File: src/rtl/regarray_pkg.sv
`default_nettype none
// ============================================================================
// Module   : regarray_pkg
// Purpose  : Shared entry layout, ALU_OP codes and step-FSM states.
// Revision : 1.0 - initial release
// ============================================================================
package regarray_pkg;

  localparam int ENTRY_W = 20;
  localparam int ADDR_W  = 5;
  localparam int OP_W    = 4;

  localparam int A_LSB  = 0;
  localparam int B_LSB  = 5;
  localparam int W_LSB  = 10;
  localparam int OP_LSB = 15;
  localparam int RW_BIT = 19;

  // Field order matches the bit positions above, MSB first.
  typedef struct packed {
    logic              reg_write;
    logic [OP_W-1:0]   alu_op;
    logic [ADDR_W-1:0] w_addr;
    logic [ADDR_W-1:0] r_addr_b;
    logic [ADDR_W-1:0] r_addr_a;
  } entry_t;

  localparam logic [OP_W-1:0] ALU_ADD  = 4'h0;
  localparam logic [OP_W-1:0] ALU_SUB  = 4'h1;
  localparam logic [OP_W-1:0] ALU_AND  = 4'h2;
  localparam logic [OP_W-1:0] ALU_OR   = 4'h3;
  localparam logic [OP_W-1:0] ALU_XOR  = 4'h4;
  localparam logic [OP_W-1:0] ALU_NOT  = 4'h5;
  localparam logic [OP_W-1:0] ALU_SLL  = 4'h6;
  localparam logic [OP_W-1:0] ALU_SRL  = 4'h7;
  localparam logic [OP_W-1:0] ALU_PASS = 4'h8;

  typedef enum logic [2:0] {
    ST_IDLE  = 3'd0,
    ST_FETCH = 3'd1,
    ST_RR_H  = 3'd2,
    ST_RR_L  = 3'd3,
    ST_F_H   = 3'd4,
    ST_F_L   = 3'd5,
    ST_WB_H  = 3'd6,
    ST_WB_L  = 3'd7
  } state_t;

endpackage
`default_nettype wire

File: src/rtl/btn_debounce.sv
`default_nettype none
// ============================================================================
// Module   : btn_debounce
// Purpose  : Button synchroniser + stability filter, one-cycle rising pulse.
// Revision : 1.0 - initial release
// ============================================================================
module btn_debounce #(
  parameter int DB_CYC = 500000
) (
  input  logic clk,
  input  logic rst_n,
  input  logic btn,
  output logic rise
);

  localparam int c_cnt_w = (DB_CYC > 1) ? $clog2(DB_CYC) : 1;
  localparam logic [c_cnt_w-1:0] c_cnt_last = c_cnt_w'(DB_CYC - 1);

  logic [1:0]         r_sync;
  logic               r_level;
  logic [c_cnt_w-1:0] r_cnt;

  always_ff @(posedge clk or negedge rst_n) begin
    if (!rst_n) begin
      r_sync  <= '0;
      r_level <= 1'b0;
      r_cnt   <= '0;
      rise    <= 1'b0;
    end else begin
      r_sync <= {r_sync[0], btn};
      rise   <= 1'b0;
      // Any sample agreeing with the current level restarts the run.
      if (r_sync[1] == r_level) begin
        r_cnt <= '0;
      end else if (r_cnt == c_cnt_last) begin
        r_level <= r_sync[1];
        r_cnt   <= '0;
        rise    <= r_sync[1];
      end else begin
        r_cnt <= r_cnt + c_cnt_w'(1);
      end
    end
  end

endmodule
`default_nettype wire

File: src/rtl/regarray_step_ctrl.sv
`default_nettype none
// ============================================================================
// Module   : regarray_step_ctrl
// Purpose  : Steps a micro-program through RegATop's RR / F / WB phases.
// Revision : 1.0 - initial release
// ============================================================================
module regarray_step_ctrl
  import regarray_pkg::*;
#(
  parameter int PROG_DEPTH = 8,
  parameter int PC_W       = 3,
  parameter int DB_CYC     = 500000,
  parameter int AUTO_DIV   = 50000000
) (
  input  logic               clk,
  input  logic               rst_n,
  input  logic               step_btn,
  input  logic               auto_mode,
  input  logic               prog_we,
  input  logic [PC_W-1:0]    prog_addr,
  input  logic [ENTRY_W-1:0] prog_data,
  output logic [ADDR_W-1:0]  R_Addr_A,
  output logic [ADDR_W-1:0]  R_Addr_B,
  output logic [ADDR_W-1:0]  W_Addr,
  output logic [OP_W-1:0]    ALU_OP,
  output logic               Reg_Write,
  output logic               clk_RR,
  output logic               clk_F,
  output logic               clk_WB,
  output logic               busy,
  output logic [PC_W-1:0]    pc
);

  localparam int c_auto_w = (AUTO_DIV > 1) ? $clog2(AUTO_DIV) : 1;
  localparam logic [c_auto_w-1:0] c_auto_last = c_auto_w'(AUTO_DIV - 1);

  logic [1:0]          r_rst_sync;
  logic                w_rst_n;
  logic                w_btn_rise;
  logic                r_auto_mode;
  logic [c_auto_w-1:0] r_auto_cnt;
  logic                r_auto_tick;
  logic                w_req;
  logic                r_pending;
  state_t              r_state;
  entry_t              r_mem [PROG_DEPTH];

  // Assertion is immediate; release waits two clocks.
  always_ff @(posedge clk or negedge rst_n) begin
    if (!rst_n) begin
      r_rst_sync <= 2'b00;
    end else begin
      r_rst_sync <= {r_rst_sync[0], 1'b1};
    end
  end
  assign w_rst_n = r_rst_sync[1];

  btn_debounce #(
    .DB_CYC (DB_CYC)
  ) u_btn_debounce (
    .clk   (clk),
    .rst_n (w_rst_n),
    .btn   (step_btn),
    .rise  (w_btn_rise)
  );

  always_ff @(posedge clk or negedge w_rst_n) begin
    if (!w_rst_n) begin
      r_auto_mode <= 1'b0;
      r_auto_cnt  <= '0;
      r_auto_tick <= 1'b0;
    end else begin
      r_auto_mode <= auto_mode;
      r_auto_tick <= 1'b0;
      if (auto_mode != r_auto_mode || !r_auto_mode) begin
        r_auto_cnt <= '0;
      end else if (r_auto_cnt == c_auto_last) begin
        r_auto_cnt  <= '0;
        r_auto_tick <= 1'b1;
      end else begin
        r_auto_cnt <= r_auto_cnt + c_auto_w'(1);
      end
    end
  end

  assign w_req = r_auto_mode ? r_auto_tick : w_btn_rise;

  // Program store is deliberately left out of reset.
  always_ff @(posedge clk) begin
    if (prog_we) begin
      r_mem[prog_addr] <= entry_t'(prog_data);
    end
  end

  always_ff @(posedge clk or negedge w_rst_n) begin
    if (!w_rst_n) begin
      r_state   <= ST_IDLE;
      r_pending <= 1'b0;
      R_Addr_A  <= '0;
      R_Addr_B  <= '0;
      W_Addr    <= '0;
      ALU_OP    <= '0;
      Reg_Write <= 1'b0;
      clk_RR    <= 1'b0;
      clk_F     <= 1'b0;
      clk_WB    <= 1'b0;
      busy      <= 1'b0;
      pc        <= '0;
    end else begin
      clk_RR <= 1'b0;
      clk_F  <= 1'b0;
      clk_WB <= 1'b0;
      if (w_req && r_state != ST_IDLE) begin
        r_pending <= 1'b1;
      end
      unique case (r_state)
        ST_IDLE: begin
          if (w_req || r_pending) begin
            r_state   <= ST_FETCH;
            r_pending <= 1'b0;
            busy      <= 1'b1;
          end
        end
        ST_FETCH: begin
          R_Addr_A  <= r_mem[pc].r_addr_a;
          R_Addr_B  <= r_mem[pc].r_addr_b;
          W_Addr    <= r_mem[pc].w_addr;
          ALU_OP    <= r_mem[pc].alu_op;
          Reg_Write <= r_mem[pc].reg_write;
          clk_RR    <= 1'b1;
          r_state   <= ST_RR_H;
        end
        ST_RR_H: r_state <= ST_RR_L;
        ST_RR_L: begin
          clk_F   <= 1'b1;
          r_state <= ST_F_H;
        end
        ST_F_H: r_state <= ST_F_L;
        ST_F_L: begin
          clk_WB  <= 1'b1;
          r_state <= ST_WB_H;
        end
        ST_WB_H: r_state <= ST_WB_L;
        ST_WB_L: begin
          pc      <= pc + PC_W'(1);
          busy    <= 1'b0;
          r_state <= ST_IDLE;
        end
      endcase
    end
  end

endmodule
`default_nettype wire

File: config.mk
export PLATFORM = sky130hd
export DESIGN_NAME = regarray_step_ctrl
export DESIGN_NICKNAME = d
export VERILOG_FILES = /design/src/rtl/regarray_pkg.sv /design/src/rtl/btn_debounce.sv /design/src/rtl/regarray_step_ctrl.sv
export SDC_FILE = /design/constraint.sdc
export NUM_CORES = 1
export LEC_CHECK = 0
export CAP_MARGIN = 0
export CELL_PAD_IN_SITES_DETAIL_PLACEMENT = 0
export CELL_PAD_IN_SITES_GLOBAL_PLACEMENT = 1
export CORE_MARGIN = 1.5
export CORE_UTILIZATION = 43
export CTS_CLUSTER_DIAMETER = 30
export DETAILED_ROUTE_END_ITERATION = 16
export HOLD_SLACK_MARGIN = 0.12
export PLACE_DENSITY_LB_ADDON = 0.1
export SYNTH_ARGS = -nofsm -noshare
export SYNTH_HDL_FRONTEND = slang
export SYNTH_SLANG_ARGS = --single-unit
File: constraint.sdc
create_clock -name clk -period 2.3 [get_ports clk]
set_input_delay 0.575 -clock clk [delete_from_list [all_inputs] [get_ports clk]]
set_output_delay 0.575 -clock clk [all_outputs]
set_load 0.05 [all_outputs]
; ---- After elaboration in Yosys (flattened, before gate mapping)
; Memory sizes are Yosys's and may differ from the RTL's. A register that Yosys moved wholly into a read port is not among the register bits.
; Cells that the tools add are included.
[totals]
ff_bits = 64
mem_bits_rw = 160
input_bits = 28
output_inout_bits = 27
wordCells = 63
n_memories = 1
[classes]
add_sub_neg = 3
n_eq_ne = 12
mux = 21
bitwise = 1
n_reduce_logical = 10
[mem_list]
columns = memory, words, word_bits, read_ports, rd_ports_with_merged_regs, write_ports, line_no
row1 = r_mem, 8, 20, 1, 1, 1, regarray_step_ctrl.sv:46  ; entry_t r_mem [PROG_DEPTH];
[ops]
columns = operator, count
row1 = $mux W26, 2
row2 = $mux W19, 2
row3 = $add A26 B1 Y26 const B, 1
row4 = $eq A26 B26 Y1 const B, 1
row5 = $pmux W3 S8, 1
row6 = $add A19 B1 Y19 const B, 1
row7 = $eq A19 B19 Y1 const B, 1
row8 = $mux W1, 14
row9 = $eq A3 B3 Y1 const B, 4
row10 = $eq A3 B2 Y1 const B, 2
row11 = $reduce_and A2 Y1, 2
row12 = $add A3 B1 Y3 const B, 1
row13 = $eq A3 B1 Y1 const B, 1
row14 = $logic_not A3 Y1, 1
row15 = $mux W3, 1
row16 = $reduce_bool A3 Y1, 1
row17 = $logic_not A1 Y1, 2
row18 = $logic_or A1 B1 Y1, 2
row19 = $ne A2 B2 Y1 const B, 1
row20 = $pmux W1 S2, 1
row21 = $reduce_bool A2 Y1, 1
row22 = $eq A1 B1 Y1, 1
row23 = $logic_and A1 B1 Y1, 1
row24 = $ne A1 B1 Y1, 1
row25 = $not A1 Y1, 1

; ---- Logic depth before layout (Yosys ltp)
[depth]
ltp_word = 5
ltp_mapped = 7
ltp_nobuf = 5

; ---- Modules after synthesis
; From an unflattened synthesis, not the netlist that was laid out.
[hier_totals]
cells_unflattened = 608
area_unflattened_um2 = 9768.1
[modules_own_cells]
columns = module, n_inst, cells_each, area_each_um2, seq_area_each_um2
row1 = regarray_step_ctrl, 1, 498, 8649.5, 6331.1
row2 = btn_debounce, 1, 110, 1118.6, 575.6

; ---- Worst setup path before layout
; OpenSTA, ideal clock, no wires.
[synth_path]
path_type = input -> register
startpoint = input port prog_addr[2]
endpoint = memory r_mem[0][0] (netlist bit), enable pin
t_arrival_ps = 2156
slack_ps = -279
cell_stages = 2
path_cell_list = nand2b_1 > nor3_1
[synth_rtl]
columns = element, line_no
row1 = from (decl), regarray_step_ctrl.sv:20  ; input logic [PC_W-1:0] prog_addr,
row2 = to (decl), regarray_step_ctrl.sv:46
; Straight into the memory's write port.

; ---- Worst setup path after layout
[layout_path]
startpoint = register clk_F
endpoint = output port clk_F
[layout_rtl]
columns = element, line_no
row1 = from (decl), regarray_step_ctrl.sv:28  ; output logic clk_F,
row2 = from (signal assigned), regarray_step_ctrl.sv:105  ; clk_F <= 1'b0;
row3 = from (signal assigned), regarray_step_ctrl.sv:111  ; clk_F <= 1'b0;
row4 = from (signal assigned), regarray_step_ctrl.sv:135  ; clk_F <= 1'b1;
; No word-level cell between the ends.

==> results.tsv <==
metric	value	unit
outcome	finished with violations	
failing checks	DRC	
Top Ports	55	
Setup Skew	0.0161	ns
ANT cells	0	
Clk pwr share	59.4	%
Tot GR Track Use	17.4	%
CTS Root Cell	clkbuf_16	
worst vdd ir	0.000692	V
DRT Wirelength	19400	µm
RSZ-0062 raised after global routing	false	
CP max-delay cell	clkdlybuf4s50_1	
Top Usage Layer GRT	met2	
worst skew pair latency	0.55	ns
detailed placer's ending HPWL	11700	µm
drt first-iter violations	408	
fin crit share	96.7	%
DR pass1 iterations	10	
combinational power share	2.3	%
Min Hold Slack	0.201	ns
Buf+Inv Stages, Crit Path	1	
die area	0.0234	mm²
post-layout util	57.7	%
kind of start point of the critical path	register	
Sw Share	19.9	%
WP data required	1.73	ns
DIE WIDTH	153	µm
Cells after Synth	599	
headroom to the max-slew limit	57.8	%
internal power	10.2	mW
met2 Track Usage GR	27.6	%
first-pass GRT wire length	31400	µm
sw power	2.53	mW
initial antenna violation count	0	
Leak	4.74	nW
post-route ant nets	0	
CP cell instances	clkdlybuf4s50_1	
asr flop ratio synth	34.4	%
Die Height	153	µm
Core ar.	0.0220	mm²
commonest non-fill, non-tap cells in the layout	160 x edfxtp_1, 81 x dfrtp_1, 52 x clkbuf_16	
Slew Limit Fails	0	
Clock Tree Buf Depth	3	
Synth-to-Final Area Change	30.7	%
commonest non-fill, non-tap cell in the layout	edfxtp_1	
Hold Path Class	primary input to async pin	
sequential share of power	38.3	%
vias in the first global route	5776	
share of layout cells above drive strength 1	23.9	%
Final WS setup	0.0770	ns
Synth Warn #	0	
routed length per instance	18.7	µm
Starting Density	44.1	%
Main synth FF type	edfxtp_1	
number of synthesized flops with an enable pin	160	
Top delay family on crit path	buffers and inverters	
crit path DAT	1.65	ns
CTS H-tree lvls	2	
routed vias	5475	
Routability Congestion	0.760	
f_max	0.450	GHz
Via density	5.28	
Reg clk slew, reported paths	0.04	ns
# DRC	1	
largest net degree at the start of global routing	42	
PwrDens	1000	mW/mm²
crit-path max FO	1	
row count	54	
Crit Path Class	register to primary output	
setup tns final	0	ns
placed cell count	941	
Setup Fix Bufs, Post-CTS	0	
Synthesized Nets	631	
Yosys cell types	45	
met1 usage	23.1	%
worst slack, placed	0.251	ns
IO Port Bufs	54	
GR Util met3	4.82	%
total of max-cap violations	0	
Tmin final	2.22	ns
TritonCTS clock tree	yes	
final net count	746	
Worst setup EP type	primary output	
Sink Count	244	
final setup violation count	0	
#FFs+latches synth	244	
CTS buffer count	51	
Post-Synthesis Mean Instance Area	16.2	µm²
GRT overflow	0	
Critical Path Max Stage Delay	0.79	ns
Layout Cells excl Fill	1037	
register area share after synthesis	71.3	%
cell area after synthesis	0.00969	mm²
Hold Vio Cnt, Final	0	
Tightest Pin Transition	0.634	ns
[what timing repair did]
action / in CTS / in global routing
gates resized for setup: 10 / 12
setup endpoints to repair: 10 / 12
hold buffers: 0 / 0
[sequential cells by signal, summed over array words and instances, names as in the netlist, 2 cells and up]
signal / flops
R_Addr_B: 5
R_Addr_A: 5
r_auto_cnt: 26
u_btn_debounce.r_cnt: 19
r_mem: 160
pc: 3
r_state: 3
ALU_OP: 4
W_Addr: 5
r_rst_sync: 2
u_btn_debounce.r_sync: 2
[synth_stat cells, types with 12 or more instances]
cell	n	share of area, %
a21oi_1	38	2.0
clkbuf_1	13	0.50
dfrtp_1	84	22
edfxtp_1	160	50
mux2i_1	20	2.1
mux4_2	40	9.3
nand2_1	20	0.77
nand3_1	16	0.83
nand4_1	15	0.97
nor2_1	55	2.1
o21ai_0	13	0.67
or3_1	15	0.97
xnor2_1	12	1.1
xor2_1	16	1.4
[final cells by class]
class                   instances  area, µm²
well taps                     280        350
flip-flops and latches        244       6910
fillers                      1724       9300
repair buffers                 89        888
clock buffers                  67       1390
clock inverters                29        430
multi-input cells             324       2680
inverters                       4       15.0
[power groups by stage]
| stage | clock network [mW] | registers [mW] | logic (mW) |
|---|---|---|---|
| global placement | 0 | 4.94 | 0.299 |
| floorplan | 0 | 4.98 | 0.0938 |
| CTS | 7.69 | 4.87 | 0.305 |
| finish | 7.56 | 4.87 | 0.298 |
| detailed placement | 0 | 4.94 | 0.306 |
| global route | 7.92 | 4.88 | 0.326 |
[routing by layer]
metal,vias up,part of all wire (%)
met5,-,0
met1,2714,44
met2,143,47
li1,2569,-
met3,49,6.2
met4,0,2.8
[cell families (layout without fill, tap and decap cells)]
| logic type | after synthesis | after routing | synth area share, % |
|---|---|---|---|
| compound gates | 62 | 62 | 3.53 |
| xor+xnor | 28 | 28 | 2.53 |
| fa+ha+maj | 4 | 4 | 0.517 |
| buf+inv | 31 | 189 | 1.34 |
| flops | 244 | 244 | 71.3 |
| mux | 62 | 62 | 11.6 |
| other cells | 1 | 1 | 0.0387 |
| simple gates | 167 | 167 | 9.17 |
[worst paths after layout]
check,from,slack [ns],end,cells after the start
setup / recovery,clk_F,0.08,clk_F,1
setup reg to reg,u_btn_debounce.r_cnt[0],0.26,u_btn_debounce.r_level,5
max in group asynchronous,r_rst_sync[1],1.25,u_btn_debounce.r_cnt[15],1
hold reg to reg,r_rst_sync[1],0.34,ALU_OP[2],0
hold / removal,rst_n,0.20,r_rst_sync[1],1
min in group clk,r_rst_sync[0],0.35,r_rst_sync[1],0
[stage by stage]
stage          total power, mW  instance area (µm²)
6_report                  12.7                12700
5_1_grt                   13.1                12700
3_5_place_dp              5.25                10800
3_3_place_gp              5.24                10800
4_1_cts                   12.9                12600
2_1_floorplan             5.07                 9700
Power figures use the tool's default switching activity.
